==> src/rtl/fifo_param.sv <==
// ---------------------------------------------------------------------------
// fifo_param
//   Parametrised synchronous FIFO for one transaction-layer virtual channel.
//   Owns its read/write pointers and occupancy count, exposes full/empty and
//   programmable almost-full/almost-empty flags, and has a registered read
//   port with a one-cycle valid strobe.
//
//   Optional feature macro: FIFO_ERR_EN
//     defined   -> sticky overflow/underflow error flags are implemented
//     undefined -> err_overflow / err_underflow are tied to 0
//
// Ports
//   clk           : single clock, all state updates on the rising edge
//   reset         : asynchronous, active-high; clears pointers, count,
//                   read port and error flags (storage is not cleared)
//   wr_en/data_in : write request and write data
//   rd_en         : read request
//   thr_af        : almost-full threshold  (almost_full  = count >= thr_af)
//   thr_ae        : almost-empty threshold (almost_empty = count <= thr_ae)
//   data_out      : registered read data, holds value between reads
//   valid_out     : data_out was updated by the last edge
//   full/empty    : count == DEPTH / count == 0
//   count         : occupancy 0..DEPTH
//   err_overflow  : sticky write-while-full (no simultaneous read)
//   err_underflow : sticky read-while-empty
// ---------------------------------------------------------------------------
module fifo_param #(
    parameter int DATA_W = 10,
    parameter int ADDR_W = 3
) (
    input  logic              clk,
    input  logic              reset,
    input  logic              wr_en,
    input  logic [DATA_W-1:0] data_in,
    input  logic              rd_en,
    input  logic [ADDR_W:0]   thr_af,
    input  logic [ADDR_W:0]   thr_ae,
    output logic [DATA_W-1:0] data_out,
    output logic              valid_out,
    output logic              full,
    output logic              empty,
    output logic              almost_full,
    output logic              almost_empty,
    output logic [ADDR_W:0]   count,
    output logic              err_overflow,
    output logic              err_underflow
);

    localparam int DEPTH = 1 << ADDR_W;
    localparam int CNT_W = ADDR_W + 1;

    logic [DATA_W-1:0] mem_q [DEPTH];

    logic [ADDR_W-1:0] wr_ptr_q, wr_ptr_d;
    logic [ADDR_W-1:0] rd_ptr_q, rd_ptr_d;
    logic [CNT_W-1:0]  count_q,  count_d;
    logic [DATA_W-1:0] data_out_q, data_out_d;
    logic              valid_q, valid_d;

    logic rd_acc;
    logic wr_acc;

    // Flags are purely combinational from the registered count, so threshold
    // changes are visible in the same cycle.
    assign full         = (count_q == CNT_W'(DEPTH));
    assign empty        = (count_q == '0);
    assign almost_full  = (count_q >= thr_af);
    assign almost_empty = (count_q <= thr_ae);
    assign count        = count_q;
    assign data_out     = data_out_q;
    assign valid_out    = valid_q;

    always_comb begin
        // A read is only taken when there is data; no write-to-read bypass
        // on an empty FIFO. A read on a full FIFO frees a slot for a write.
        rd_acc = rd_en && !empty;
        wr_acc = wr_en && (!full || rd_acc);

        wr_ptr_d   = wr_ptr_q;
        rd_ptr_d   = rd_ptr_q;
        count_d    = count_q;
        data_out_d = data_out_q;
        valid_d    = rd_acc;

        if (wr_acc) begin
            wr_ptr_d = wr_ptr_q + ADDR_W'(1);
        end
        if (rd_acc) begin
            rd_ptr_d   = rd_ptr_q + ADDR_W'(1);
            data_out_d = mem_q[rd_ptr_q];
        end

        if (wr_acc && !rd_acc) begin
            count_d = count_q + CNT_W'(1);
        end else if (rd_acc && !wr_acc) begin
            count_d = count_q - CNT_W'(1);
        end
    end

    always_ff @(posedge clk or posedge reset) begin
        if (reset) begin
            wr_ptr_q   <= '0;
            rd_ptr_q   <= '0;
            count_q    <= '0;
            data_out_q <= '0;
            valid_q    <= 1'b0;
        end else begin
            wr_ptr_q   <= wr_ptr_d;
            rd_ptr_q   <= rd_ptr_d;
            count_q    <= count_d;
            data_out_q <= data_out_d;
            valid_q    <= valid_d;
        end
    end

    // Storage has no reset: reads are gated by empty, so stale entries are
    // never presented on data_out.
    always_ff @(posedge clk) begin
        if (wr_acc) begin
            mem_q[wr_ptr_q] <= data_in;
        end
    end

`ifdef FIFO_ERR_EN
    logic err_ovf_q, err_ovf_d;
    logic err_udf_q, err_udf_d;

    always_comb begin
        // Overflow only when the write is actually dropped (a concurrent
        // accepted read makes room, so that case is not an error).
        err_ovf_d = err_ovf_q | (wr_en & full & ~rd_acc);
        err_udf_d = err_udf_q | (rd_en & empty);
    end

    always_ff @(posedge clk or posedge reset) begin
        if (reset) begin
            err_ovf_q <= 1'b0;
            err_udf_q <= 1'b0;
        end else begin
            err_ovf_q <= err_ovf_d;
            err_udf_q <= err_udf_d;
        end
    end

    assign err_overflow  = err_ovf_q;
    assign err_underflow = err_udf_q;
`else
    assign err_overflow  = 1'b0;
    assign err_underflow = 1'b0;
`endif

endmodule

==> config.mk <==
export PLATFORM = sky130hd
export DESIGN_NAME = fifo_param
export DESIGN_NICKNAME = d
export VERILOG_FILES = /design/src/rtl/fifo_param.sv
export SDC_FILE = /design/constraint.sdc
export NUM_CORES = 1
export LEC_CHECK = 0
export ABC_CLOCK_PERIOD_IN_PS = 7100
export CELL_PAD_IN_SITES_DETAIL_PLACEMENT = 2
export CELL_PAD_IN_SITES_GLOBAL_PLACEMENT = 2
export CORE_AREA = 3 3 115 117
export DETAILED_ROUTE_END_ITERATION = 8
export DIE_AREA = 0 0 118 120
export PLACE_DENSITY = 0.79
export SYNTH_ARGS = -nofsm -noshare
export SYNTH_HDL_FRONTEND = slang
export SYNTH_SLANG_ARGS = --single-unit
export TNS_END_PERCENT = 100
==> constraint.sdc <==
create_clock -name clk -period 7.1 [get_ports clk]
set_clock_uncertainty 0.15 [all_clocks]
set_input_delay 1.065 -clock clk [delete_from_list [all_inputs] [get_ports clk]]
set_output_delay 1.065 -clock clk [all_outputs]
set_load 0.02 [all_outputs]
==> flow_summary.yaml, run 1 <==
logic_synthesis:
  synth_top_family_by_area: "multiplexers"
  synth_compound_area_frac: 0.07654
  yosys-top-cells-count: "edfxtp_1, nand2_1, dfrtp_1, mux2_2, mux2i_1"
  synth_edf_count: 80
  synthFlopType: "edfxtp_1"
  synth_top_area_frac: 0.5630
  synth.most_common_cell: "edfxtp_1"
  synth.area.top_cells: "edfxtp_1, dfrtp_1, mux2_2"
  synthArstFlopShare: 0.2079
  avgSynthCellArea_sq_um: 15.40
  synthXorXnorAreaFrac: 0.01232
  synth_warnings: 0
  synth_seq_area_share: 0.6862
  synth-simple-area-share: 0.04927
  ys_seq_elements: 101
  synthCells: 277
  synthAdderAreaFrac: 0.04282
  netlist_area_sq_mm: 0.004267
  yosysTopAreaCell: "edfxtp_1"
  synthMuxAreaShare: 0.1047
  yosysUniqueCellTypes: 33
sta:
  post-route-period-util: 0.6078
  hold_viol: 0
  slew_headroom: 0.2202
  setup_violations: 0
  maxSlewViolCount: 0
  rsz0062_at_grt: "false"
  tightestPinTransition_ns: 1.165
  fmax_mhz: 231.7
  worst_slack_ns: 2.785
  period_needed_ns: 4.315
  tns_ns: 0
worst_setup_path:
  cpLargestDelayFamily: "buffers and inverters"
  cp-end-kind: "output pin"
  crit_arrival_ns: 3.10
  critPathKind: "in2out"
  cpMaxStageDelayCell: "clkdlybuf4s50_1"
  cp_max_fo: 2
  r2r_slack_ns: 3.64
  crit_path_start_kind: "input pin"
  path_cells: "clkdlybuf4s50_1, inv_1, ha_1, nor2b_1, o21a_1, o21a_1, o21ai_0, clkdlybuf4s50_1"
  cp_slowest_stage_delay_ns: 0.63
  required_ns: 5.88
  crit_buf_inv: 3
clock_tree:
  clock-root-buffer: "clkbuf_16"
  cts_tree: "yes"
  cts.sinks: 101
  clk_pin_slew_worst_paths_ns: 0.07
  postCtsSetupBuffers: 0
  cts_resized: 0
  cts_buffers: 9
  holdBufCountCts: 0
  clock_latency_ns: 0.35
  ctsLongestPathBuffers: 2
  htreeDepth: 3
global_route:
  grt_max_degree: 43
  grt_pass1_vias: 2790
  antenna_found_initial: 0
  grt_usage: 0.1515
  grt_pass1_wl_microns: 16190
  grt_overflow: 0
routing:
  vias_per_cell: 4.935
  drc: 0
  drtPass1Iterations: 4
  wl_per_cell_microns: 20.18
  wirelength_microns: 10010
  dr.first_iter.drc_count: 124
  num_vias: 2448
  drtAntennaViolNets: 0
die:
  io_pins: 43
  die_x_microns: 118
  row_count: 41
  start_util: 0.3423
  dieArea_sq_mm: 0.01416
  die_h_microns: 120
  coreArea_sq_mm: 0.01247
flow_run:
  cap_violations: 0
final_layout:
  layout-drive-gt1-share: 0.1481
  area_delta_synth_final_pct: 21.61
  antennaDiodeCount: 0
  fin_nets: 355
power_and_ir_drop:
  power.density_mw_per_mm2: 421.5
  leakagePower_uw: 0.001900
  peakVddDrop_mv: 0.1340
placement:
  dp_slack_ns: 2.755
  port_buffers: 40
  hpwlAfterDp_microns: 6779
  place.gp.congestion: 0.6922
min_path:
  hold_class: "reg2reg"
status:
  status: "finished, final reports clean"
==> power by group <==
part	internal, uW	total, uW	switching [uW]
combinational	352	782	430
sequential	772	876	103
clock	311	529	219
total	1440	2190	752
==> registers in the layout, summed over array words and instances, names as in the netlist <==
| register | flops |
|---|---|
| wr_ptr_q | 3 |
| valid_out | 1 |
| count | 4 |
| data_out | 10 |
| rd_ptr_q | 3 |
| mem_q | 80 |
==> metal layers <==
metal  vias up  routed length (microns)  GRT usage  share of wire
li1       1136                        -          -              -
met1      1243                     4211     0.1790           0.42
met2        57                     5280     0.2749           0.53
met3        12                      364    0.03205          0.036
met4         0                      153    0.05055          0.015
met5         -                        0          0              0
==> cell families after synthesis <==
| group | Yosys count |
|---|---|
| other cells | 1 |
| buf+inv | 24 |
| fa+ha+maj | 14 |
| flops | 101 |
| simple gates | 45 |
| compound gates | 44 |
| mux | 42 |
| xor+xnor | 6 |
==> worst register-to-register path, delay by kind of cell (launching register included) <==
| kind | cells | cell delay, ns |
|---|---|---|
| adders and majority gates | 2 | 0.66 |
| DFF | 1 | 0.52 |
| AOI/OAI and AO/OA | 4 | 1.87 |
| buffers and inverters | 1 | 0.14 |
==> placed cells by master (no fill, tap or decap), types with 2 or more instances in the layout <==
cell              n
dfrtp_1          20
mux2_2           21
o21a_1            2
nor2b_1           2
bufinv_16         2
nand2_1          24
ha_1             13
conb_1            2
o21ai_0          13
nor3_2            4
nor2_1            4
clkdlybuf4s50_1  40
buf_4             2
nand2b_1          4
edfxtp_1         80
inv_1            11
clkbuf_16         9
nor3_1            3
xnor2_1           6
o22ai_1          10
a21o_1            4
inv_6             3
a221o_1          10
mux2i_1          21
==> layout make-up <==
type	count	area [sq um]
fillers	1230	7277
clock buffers	9	225.2
multi-input cells	153	1264
repair buffers	42	415.4
well taps	172	215.2
inverters	12	45.04
clock inverters	7	95.09
flip-flops and latches	101	2929
==> path summary, 6_finish.rpt <==
check,start,endpoint,cells after the start
min in group asynchronous,reset,count[3]$_DFFE_PP0P_,2
worst min-delay path,data_out[4]$_DFFE_PP0P_,data_out[4]$_DFFE_PP0P_,2
max in group asynchronous,reset,rd_ptr_q[0]$_DFFE_PP0P_,2
worst max register to register,count[1]$_DFFE_PP0P_,count[3]$_DFFE_PP0P_,7
worst max-delay path,thr_ae[1],almost_empty,8
worst min register to register,data_out[4]$_DFFE_PP0P_,data_out[4]$_DFFE_PP0P_,2
==> through the flow <==
step / cell area [sq um] / power (uW) / hold WS, ns / instances / utilization
2_1_floorplan: 4270 / 1370 / 0.3559 / 278 / -
3_3_place_gp: 4868 / 1623 / 0.3173 / 480 / 0.3905
3_5_place_dp: 4868 / 1682 / 0.3279 / 480 / 0.3905
4_1_cts: 5189 / 2221 / 0.3431 / 496 / 0.4162
5_1_grt: 5189 / 2318 / 0.3844 / 496 / 0.4162
6_report: 5189 / 2187 / 0.3339 / 496 / 0.4162
Power figures use the tool's default switching activity.
==> run 2: changes to the inputs <==
--- a/config.mk
+++ b/config.mk
@@ -5,13 +5,13 @@
 export SDC_FILE = /design/constraint.sdc
 export NUM_CORES = 1
 export LEC_CHECK = 0
-export ABC_CLOCK_PERIOD_IN_PS = 7100
+export ABC_CLOCK_PERIOD_IN_PS = 3500
 export CELL_PAD_IN_SITES_DETAIL_PLACEMENT = 2
 export CELL_PAD_IN_SITES_GLOBAL_PLACEMENT = 2
 export CORE_AREA = 3 3 115 117
 export DETAILED_ROUTE_END_ITERATION = 8
 export DIE_AREA = 0 0 118 120
-export PLACE_DENSITY = 0.79
+export PLACE_DENSITY = 0.82
 export SYNTH_ARGS = -nofsm -noshare
 export SYNTH_HDL_FRONTEND = slang
 export SYNTH_SLANG_ARGS = --single-unit
==> constraint.sdc (replaced) <==
create_clock -name clk -period 3.5 [get_ports clk]
set_clock_uncertainty 0.15 [all_clocks]
set_input_delay 0.525 -clock clk [delete_from_list [all_inputs] [get_ports clk]]
set_output_delay 0.525 -clock clk [all_outputs]
set_load 0.02 [all_outputs]
==> run 2 against run 1 <==
Critical path depth stayed put. Clock power is 100% higher. Count of clock-buffer cells in the layout rose by 1. Non-clock buffer count increased by 10. Setup slack got worse by 2.5 ns. Sequential power increased by 110%. Critical endpoint unchanged. Largest cell class unchanged.
==> flow_summary.yaml, run 2 (same netlist as run 1, synthesis figures left out) <==
clock_tree:
  htreeDepth: 3
  cts_tree: "yes"
  cts_resized: 0
  cts_buffers: 9
  clock_latency_ns: 0.35
  postCtsSetupBuffers: 0
  holdBufCountCts: 0
  clk_pin_slew_worst_paths_ns: 0.07
  cts.sinks: 101
  clock-root-buffer: "clkbuf_16"
  ctsLongestPathBuffers: 2
global_route:
  grt_pass1_vias: 2826
  grt_overflow: 0
  grt_usage: 0.1612
  grt_max_degree: 24
  antenna_found_initial: 0
  grt_pass1_wl_microns: 16870
routing:
  wl_per_cell_microns: 21.15
  drc: 0
  dr.first_iter.drc_count: 115
  drtPass1Iterations: 4
  drtAntennaViolNets: 0
  num_vias: 2527
  wirelength_microns: 10700
  vias_per_cell: 4.994
min_path:
  min_to: "data_out[1]$_DFFE_PP0P_"
  holdPathStages: 2
  hold_start: "data_out[1]$_DFFE_PP0P_"
  hold_class: "reg2reg"
placement:
  dp_cells: 490
  dp_slack_ns: 0.2377
  port_buffers: 40
  dpl-instance-area_sq_mm: 0.004923
  hpwlAfterDp_microns: 7555
  place.gp.congestion: 0.7294
worst_setup_path:
  required_ns: 2.82
  path_cells: "clkdlybuf4s50_1, inv_1, ha_1, nor2b_1, o21a_1, o21a_1, o21ai_0, clkdlybuf4s50_1"
  r2r_slack_ns: 0.27
  cp_max_fo: 2
  crit_path_start_kind: "input pin"
  cp_slowest_stage_delay_ns: 0.63
  timing.rr.end: "count[3]$_DFFE_PP0P_"
  startpoint: "thr_ae[1]"
  critPathKind: "in2out"
  cpMaxStageDelayCell: "clkdlybuf4s50_1"
  crit_arrival_ns: 2.56
  worstReg2RegStart: "count[0]$_DFFE_PP0P_"
  cp-end-kind: "output pin"
  r2r_cells: 9
flow_run:
  cap_violations: 0
final_layout:
  layout-drive-gt1-share: 0.1647
  fin_nets: 365
  finalNonFillerCells: 506
  largest-register: "mem_q"
  area_delta_synth_final_pct: 22.96
  antennaDiodeCount: 0
  largest_reg_flops: 80
  final_common_cell: "edfxtp_1"
  final_cell_mix: "edfxtp_1, clkdlybuf4s50_1, nand2_1"
  postLayoutCellArea_sq_mm: 0.005246
sta:
  setup_violations: 0
  slew_headroom: 0.3965
  worst_slack_ns: 0.2620
  rsz0062_at_grt: "false"
  tns_ns: 0
  fmax_mhz: 308.8
  hold_viol: 0
  tightestPinTransition_ns: 0.9034
  period_needed_ns: 3.238
  post-route-period-util: 0.9251
  maxSlewViolCount: 0
power_and_ir_drop:
  seqPwrFrac: 0.400
  peakVddDrop_mv: 0.3217
  power.total_uw: 4499
  netSwitchingFraction: 0.3423
  p_int_uw: 2959
  power_frac_comb: 0.359
  power.density_mw_per_mm2: 857.5
  leakagePower_uw: 0.001951
  switching_power_uw: 1540
  power_frac_clock: 0.241
die:
  dieArea_sq_mm: 0.01416
  start_util: 0.3423
  io_pins: 43
  coreArea_sq_mm: 0.01247
  die_x_microns: 118
  row_count: 41
  die_h_microns: 120
status:
  status: "finished, final reports clean"
[run 2: changes by cell type in the layout (fill, tap and decap cells not counted)]
| cell | before | now |
|---|---|---|
| buf_4 | 2 | 12 |
| clkbuf_8 | 0 | 1 |
| clkinv_1 | 1 | 0 |
| clkinv_2 | 1 | 3 |
| nor3_2 | 4 | 0 |
| nor3_1 | 3 | 7 |
| inv_6 | 3 | 1 |
[run 2: how the worst max path moves through the flow]
stage	endpoint	slack [ns]	cells after the start
floorplan	count[3]$_DFFE_PP0P_	0.56	9
detailed placement	almost_empty	0.24	8
global placement	almost_empty	0.32	8
finish	almost_empty	0.26	8
global route	count[3]$_DFFE_PP0P_	0.04	9
CTS	almost_empty	0.24	8
[run 2: cell type report]
cell class | instances | area, sq um
Fill cell | 1227 | 7219
Timing Repair Buffer | 52 | 490.5
Clock inverter | 6 | 83.83
Clock buffer | 10 | 239.0
Multi-Input combinational cell | 153 | 1244
Sequential cell | 101 | 2929
Inverter | 12 | 45.04
Tap cell | 172 | 215.2
[run 2: power by group through the flow]
| stage | combinational [uW] | sequential (uW) | clock, uW |
|---|---|---|---|
| after global routing | 1770 | 1840 | 1160 |
| after CTS | 1650 | 1810 | 1120 |
| after floorplan | 948 | 1830 | 0 |
| final | 1610 | 1800 | 1080 |
| after global placement | 1530 | 1800 | 0 |
| after detailed placement | 1640 | 1830 | 0 |
[run 2: routing by layer]
layer	global-route usage	part of all wire	vias to the layer above
li1	-	-	1148
met1	0.1924	0.42	1316
met2	0.2896	0.53	46
met3	0.02592	0.024	17
met4	0.06740	0.023	0
met5	0	0	-
[run 2: metrics by stage]
stage,utilization,hold WS [ns]
6_report,0.4209,0.3328
5_1_grt,0.4209,0.3760
4_1_cts,0.4209,0.3406
3_5_place_dp,0.3950,0.3228
3_3_place_gp,0.3950,0.3173
2_1_floorplan,-,0.3515
[run 2: critical path: cells and delay by family]
kind            cells  cell delay (ns)
simple gates        1             0.13
fa+ha+maj           1             0.29
compound gates      3             0.49
buf+inv             3             1.12
==> run 3: changes to the inputs <==
--- a/config.mk
+++ b/config.mk
@@ -9,6 +9,7 @@
 export CELL_PAD_IN_SITES_DETAIL_PLACEMENT = 2
 export CELL_PAD_IN_SITES_GLOBAL_PLACEMENT = 2
 export CORE_AREA = 3 3 115 117
+export CTS_CLUSTER_SIZE = 10
 export DETAILED_ROUTE_END_ITERATION = 8
 export DIE_AREA = 0 0 118 120
 export PLACE_DENSITY = 0.82
==> results of run 3 <==
Same layout as run 2: the final DEF is identical, and so are final timing and power.
